--- src/rtl/demux_sched.sv ---
// ---------------------------------------------------------------------------
// demux_sched
//
// Sequencer for a 1-to-4 demultiplexer datapath. Words arrive on a single
// valid/ready stream. Each word is held on a shared output bus and steered to
// one of four lanes through the demux select s and a one-hot valid strobe.
// The lane is either the next enabled lane in round-robin order, or the lane
// named by the requester in addressed mode. An addressed word that targets a
// disabled lane is swallowed and flagged with a one-cycle drop pulse.
// Completed lane transfers are counted in a wrapping counter.
//
// Ports:
//   clk      in   system clock, rising edge
//   rst      in   asynchronous, active-high reset
//   d        in   [W-1:0] input data word
//   d_valid  in   input word present
//   d_ready  out  block can accept a word this cycle (combinational)
//   addr     in   [1:0] target lane in addressed mode
//   mode     in   0 = round-robin, 1 = addressed
//   en       in   [3:0] lane enable mask
//   y        out  [W-1:0] word presented on the shared lane bus (registered)
//   y_valid  out  [3:0] one-hot lane strobe (registered)
//   y_ready  in   [3:0] per-lane ready
//   s        out  [1:0] demux select of the held lane (registered)
//   drop     out  one-cycle pulse when an addressed word hits a disabled lane
//   xfer_cnt out  [CW-1:0] completed lane transfers, wrapping
// ---------------------------------------------------------------------------
module demux_sched #(
  parameter int W  = 8,
  parameter int CW = 8
) (
  input  logic          clk,
  input  logic          rst,
  input  logic [W-1:0]  d,
  input  logic          d_valid,
  output logic          d_ready,
  input  logic [1:0]    addr,
  input  logic          mode,
  input  logic [3:0]    en,
  output logic [W-1:0]  y,
  output logic [3:0]    y_valid,
  input  logic [3:0]    y_ready,
  output logic [1:0]    s,
  output logic          drop,
  output logic [CW-1:0] xfer_cnt
);

  typedef enum logic {
    IDLE = 1'b0,
    HOLD = 1'b1
  } state_t;

  state_t        state_q;
  logic [1:0]    ptr_q;
  logic [1:0]    s_q;
  logic [W-1:0]  y_q;
  logic [3:0]    y_valid_q;
  logic          drop_q;
  logic [CW-1:0] xfer_cnt_q;

  logic [1:0]    ptr_d;
  logic [CW-1:0] xfer_cnt_d;
  logic          drop_d;

  logic          xfer;
  logic          lane_ok;
  logic          accept;
  logic [3:0]    en_rot;
  logic [1:0]    rr_ofs;
  logic          rr_hit;
  logic [1:0]    rr_k;
  logic [1:0]    tgt_k;
  logic          tgt_en;
  logic          load;

  // Output transfer: only the ready bit of the held lane matters.
  assign xfer    = (state_q == HOLD) && y_ready[s_q];

  // In round-robin mode with no enabled lane there is nowhere to send a word,
  // so the input is stalled. Addressed mode always accepts (it may drop).
  assign lane_ok = mode || (en != 4'b0000);

  assign d_ready = ((state_q == IDLE) || xfer) && lane_ok;
  assign accept  = d_valid && d_ready;

  // Enable mask rotated so that bit 0 corresponds to the lane at ptr_q.
  for (genvar gi = 0; gi < 4; gi++) begin : g_rot
    localparam logic [1:0] OFS = 2'(gi);
    logic [1:0] lane_idx;
    assign lane_idx   = ptr_q + OFS;
    assign en_rot[gi] = en[lane_idx];
  end

  // Lowest set bit of the rotated mask = first enabled lane at or after ptr.
  always_comb begin
    rr_ofs = 2'd0;
    rr_hit = 1'b0;
    for (int i = 3; i >= 0; i--) begin
      if (en_rot[i]) begin
        rr_ofs = 2'(i);
        rr_hit = 1'b1;
      end
    end
  end

  assign rr_k   = ptr_q + rr_ofs;
  assign tgt_k  = mode ? addr : rr_k;
  // In round-robin mode a hit always exists when accepting, since d_ready
  // requires a non-zero mask; a miss can only come from addressed mode.
  assign tgt_en = mode ? en[addr] : rr_hit;
  assign load   = accept && tgt_en;

  assign drop_d     = accept && !tgt_en;
  assign ptr_d      = (accept && !mode) ? (rr_k + 2'd1) : ptr_q;
  assign xfer_cnt_d = xfer ? (xfer_cnt_q + 1'b1) : xfer_cnt_q;

  always_ff @(posedge clk or posedge rst) begin
    if (rst) begin
      state_q    <= IDLE;
      ptr_q      <= 2'd0;
      s_q        <= 2'd0;
      y_q        <= '0;
      y_valid_q  <= 4'b0000;
      drop_q     <= 1'b0;
      xfer_cnt_q <= '0;
    end else begin
      ptr_q      <= ptr_d;
      drop_q     <= drop_d;
      xfer_cnt_q <= xfer_cnt_d;
      case (state_q)
        IDLE: begin
          if (load) begin
            state_q   <= HOLD;
            y_q       <= d;
            s_q       <= tgt_k;
            y_valid_q <= 4'b0001 << tgt_k;
          end
        end
        HOLD: begin
          // Without a transfer everything stays frozen, whatever happens to
          // mode/en/addr; the held word was committed at accept time.
          if (xfer) begin
            if (load) begin
              y_q       <= d;
              s_q       <= tgt_k;
              y_valid_q <= 4'b0001 << tgt_k;
            end else begin
              // Either no new word, or the new word was dropped.
              state_q   <= IDLE;
              y_valid_q <= 4'b0000;
            end
          end
        end
        default: begin
          state_q   <= IDLE;
          y_valid_q <= 4'b0000;
        end
      endcase
    end
  end

  assign y        = y_q;
  assign y_valid  = y_valid_q;
  assign s        = s_q;
  assign drop     = drop_q;
  assign xfer_cnt = xfer_cnt_q;

endmodule

--- config.mk ---
export PLATFORM = sky130hd
export DESIGN_NAME = demux_sched
export DESIGN_NICKNAME = d
export VERILOG_FILES = /design/src/rtl/demux_sched.sv
export SDC_FILE = /design/constraint.sdc
export NUM_CORES = 1
export LEC_CHECK = 0
export CORE_MARGIN = 3
export CORE_UTILIZATION = 35
export DETAILED_ROUTE_END_ITERATION = 6
export GPL_TIMING_DRIVEN = 0
export SLEW_MARGIN = 25
export SYNTH_ARGS = -nofsm -noshare
export SYNTH_HDL_FRONTEND = slang
export SYNTH_SLANG_ARGS = --single-unit
export TNS_END_PERCENT = 20
--- constraint.sdc ---
create_clock -name clk -period 4.05 [get_ports clk]
set_clock_uncertainty 0.1 [all_clocks]
set_input_delay 0.81 -clock clk [delete_from_list [all_inputs] [get_ports clk]]
set_output_delay 0.81 -clock clk [all_outputs]
set_load 0.02 [all_outputs]
==> results.yml <==
route:
  firstDrtPassIters: 4
  drc: 0
  wl_per_cell_um: 13.4
  routed_wl_mm: 3.14
  via_per_inst: 4.98
  vias: 1166
  antenna_left: 0
  dr.first_iter.drc_count: 66
sta:
  layout_min_cycle_time_ns: 3.43
  rsz0062_at_grt: "false"
  worstMarginPinSlew_ns: 0.530
  finalSetupViolations: 0
  hold_viol: 0
  fin_crit_sh: 0.847
  relSlewSlack: 0.646
  slew_viol_final: 0
  final.setup.tns_ns: 0
  fmax_mhz: 292
critical_path:
  timing.rr.start: "ptr_q[0]"
  cpLargestDelayFamily: "buffers and inverters"
  worstRegToRegCells: 10
  cp-start-kind: "input pin"
  crit_chain: "clkdlybuf4s50_1, mux4_2, nand2b_4, o21a_1, clkdlybuf4s50_1"
  path_common_cell: "clkdlybuf4s50_1"
  end_kind: "output pin"
  slowest_delay_ns: 0.53
  cp_slowest_cell: "clkdlybuf4s50_1"
  crit_required_ns: 3.14
  crit_type: "in2out"
  crit_buf_inv: 2
  cp_max_fo: 4
  r2r_slack_ns: 1.68
  arrival_ns: 2.52
  reg2reg_to: "s[1]"
synthesis:
  netlist_area_mm2: 0.00136
  yosys_warnings: 0
  avgSynthCellArea_um2: 9.81
  synth_seq_area_share: 0.477
  ys_types: 43
  synth_nets: 163
  synthCells: 139
  synth_seq_cells: 26
pwr:
  p_sw_mw: 0.495
  max-vdd-ir-drop_v: 0.000286
  p_seq_frac: 0.360
  pwr-share-clk: 0.110
  power.leakage_nw: 0.835
  p_comb_frac: 0.530
  p_int_mw: 0.745
  p_per_area_mw_per_mm2: 651
  swShare: 0.399
hold_path:
  hold_depth: 2
  hold_class: "reg2reg"
  min_to: "y[3]"
  holdCritStartpoint: "y[3]"
final_layout:
  area_delta_synth_final_pct: 39.7
  fillers: 350
  diodes: 0
  drive_gt1_frac: 0.0860
  utilization: 0.513
  fin_area_mm2: 0.00191
  finish.net_count: 212
die:
  ios: 46
  die_h_um: 68.4
  initial_core_util: 0.367
  rows: 22
  die_area_mm2: 0.00468
  core_mm2: 0.00372
  die_x_um: 68.4
clock_network:
  cts.path.max_buffers: 2
  cts.sinks: 26
  hold_buffers: 0
  root_buffer: "clkbuf_8"
  cts_setup_buffers: 0
  cts_buffers: 3
  cts_max_level: 1
  clk_pin_slew_ns: 0.07
  cts_resized: 0
  cts_tree: "done"
  insertion_delay_ns: 0.26
placed_design:
  dp_hpwl_mm: 2.43
  placed_cell_area_mm2: 0.00186
  routabilityCongestion: 0.776
  port_buffers: 44
run_status:
  status: "finished clean"
grt:
  grt_pass1_vias: 1090
  grt_max_degree: 27
  grt_util_all_layers: 0.148
  antenna_found_initial: 0
  grt_first_pass_wirelength_mm: 5.13
  gr-total-overflow: 0
flow_run:
  drv_cap: 0
==> worst reg2reg max path: stages (launching register included) <==
cell      delay [ns]
dfrtp_1         0.49
inv_1           0.14
and3_1          0.16
o21ai_0         0.17
o211ai_1        0.14
ha_1            0.26
nand2_1         0.09
nor2_1          0.04
o211ai_1        0.16
nor3b_2         0.35
mux2_2          0.22
==> per-layer routing <==
| metal | vias up | share of wire | track usage |
|---|---|---|---|
| met2 | 29 | 0.50 | 0.235 |
| met3 | 2 | 0.051 | 0.0476 |
| met4 | 0 | 0.0038 | 0.0223 |
| met1 | 555 | 0.45 | 0.200 |
| li1 | 580 | - | - |
| met5 | - | 0 | 0 |
==> stage by stage <==
stage / total power, mW / instances / worst slack [ns] / hold WS (ns)
CTS: 1.26 / 234 / 0.602 / 0.382
finish: 1.24 / 234 / 0.621 / 0.375
detailed placement: 1.11 / 231 / 0.607 / 0.362
global route: 1.35 / 234 / 0.553 / 0.403
floorplan: 0.836 / 139 / 1.53 / 0.427
global placement: 1.10 / 231 / 0.613 / 0.359
==> placed cells by master, fill, tap and decap left out, drive strengths merged <==
cell type / netlist / layout
nor2: 7 / 7
mux4: 2 / 2
o21ai: 4 / 4
and2b: 1 / 1
nand3: 4 / 4
o31ai: 1 / 1
nand2b: 3 / 3
xor2: 3 / 3
nand4: 3 / 3
and3: 3 / 3
mux2: 1 / 1
o2111ai: 1 / 1
dfrtp: 26 / 26
a32o: 1 / 1
and4: 1 / 1
o211ai: 3 / 3
clkbuf: 0 / 3
mux2i: 1 / 1
inv: 3 / 3
nor3: 3 / 3
or2: 1 / 1
nor4: 1 / 1
xnor2: 6 / 6
and2: 1 / 1
o21a: 1 / 1
nand2: 34 / 34
ha: 2 / 2
nor2b: 1 / 1
a221oi: 1 / 1
a21o: 2 / 2
o31a: 2 / 2
a21oi: 6 / 6
a211oi: 1 / 1
nor3b: 3 / 3
buf: 5 / 5
clkdlybuf4s50: 0 / 44
a31o: 1 / 1
==> power by group through the flow <==
stage	logic [mW]	clock network (mW)	registers [mW]
3_3_place_gp	0.651	0	0.444
6_report	0.657	0.137	0.446
4_1_cts	0.667	0.146	0.447
3_5_place_dp	0.664	0	0.451
5_1_grt	0.724	0.161	0.463
2_1_floorplan	0.298	0	0.537
==> kinds of logic (layout without fill, tap and decap cells) <==
logic type	after synthesis	count (layout)	synth area share
simple gates	66	66	0.239
flops	26	26	0.477
compound gates	24	24	0.125
xor+xnor	9	9	0.0578
buf+inv	8	55	0.0339
mux	4	4	0.0486
fa+ha+maj	2	2	0.0183
==> synthesized netlist by cell type (all sizes together) <==
| master | count | area (um2) |
|---|---|---|
| o31ai | 1 | 7.51 |
| nor4 | 1 | 6.26 |
| and4 | 1 | 8.76 |
| xor2 | 3 | 26.3 |
| nand2 | 34 | 130 |
| nand4 | 3 | 18.8 |
| mux2 | 1 | 11.3 |
| a31o | 1 | 8.76 |
| nand2b | 3 | 26.3 |
| a21oi | 6 | 30.0 |
| inv | 3 | 11.3 |
| xnor2 | 6 | 52.6 |
| and2b | 1 | 7.51 |
| nand3 | 4 | 20.0 |
| or2 | 1 | 6.26 |
| o21ai | 4 | 20.0 |
| and2 | 1 | 6.26 |
| mux2i | 1 | 10.0 |
| dfrtp | 26 | 651 |
| a21o | 2 | 15.0 |
| mux4 | 2 | 45.0 |
| o31a | 2 | 17.5 |
| and3 | 3 | 18.8 |
| a221oi | 1 | 15.0 |
| a211oi | 1 | 7.51 |
| buf | 5 | 35.0 |
| nor2 | 7 | 28.8 |
| nor3 | 3 | 15.0 |
| nor2b | 1 | 6.26 |
| o211ai | 3 | 22.5 |
| nor3b | 3 | 27.5 |
| ha | 2 | 25.0 |
| a32o | 1 | 10.0 |
| o21a | 1 | 7.51 |
| o2111ai | 1 | 8.76 |
==> state kept, by name, summed over array words and instances (netlist names) <==
| register | cells |
|---|---|
| y_valid | 4 |
| state_q | 1 |
| s | 2 |
| ptr_q | 2 |
| y | 8 |
| xfer_cnt | 8 |
| drop | 1 |
==> worst max-delay path by stage <==
stage | start | to | slack [ns] | depth (start not counted)
5_1_grt | y_ready[3] | d_ready | 0.55 | 5
2_1_floorplan | y_ready[3] | d_ready | 1.53 | 3
3_3_place_gp | y_ready[3] | d_ready | 0.61 | 5
3_5_place_dp | y_ready[3] | d_ready | 0.61 | 5
4_1_cts | y_ready[3] | d_ready | 0.60 | 5
6_report | y_ready[3] | d_ready | 0.62 | 5
==> cell type report <==
| type | instances | area [um2] | area share |
|---|---|---|---|
| Sequential cell | 26 | 651 | 0.341 |
| Multi-Input combinational cell | 105 | 667 | 0.350 |
| Buffer | 5 | 35.0 | 0.0184 |
| Tap cell | 48 | 60.1 | 0.0315 |
| Clock buffer | 3 | 41.3 | 0.0217 |
| Inverter | 3 | 11.3 | 0.00591 |
| Timing Repair Buffer | 44 | 440 | 0.231 |
Power figures use the tool's default switching activity.
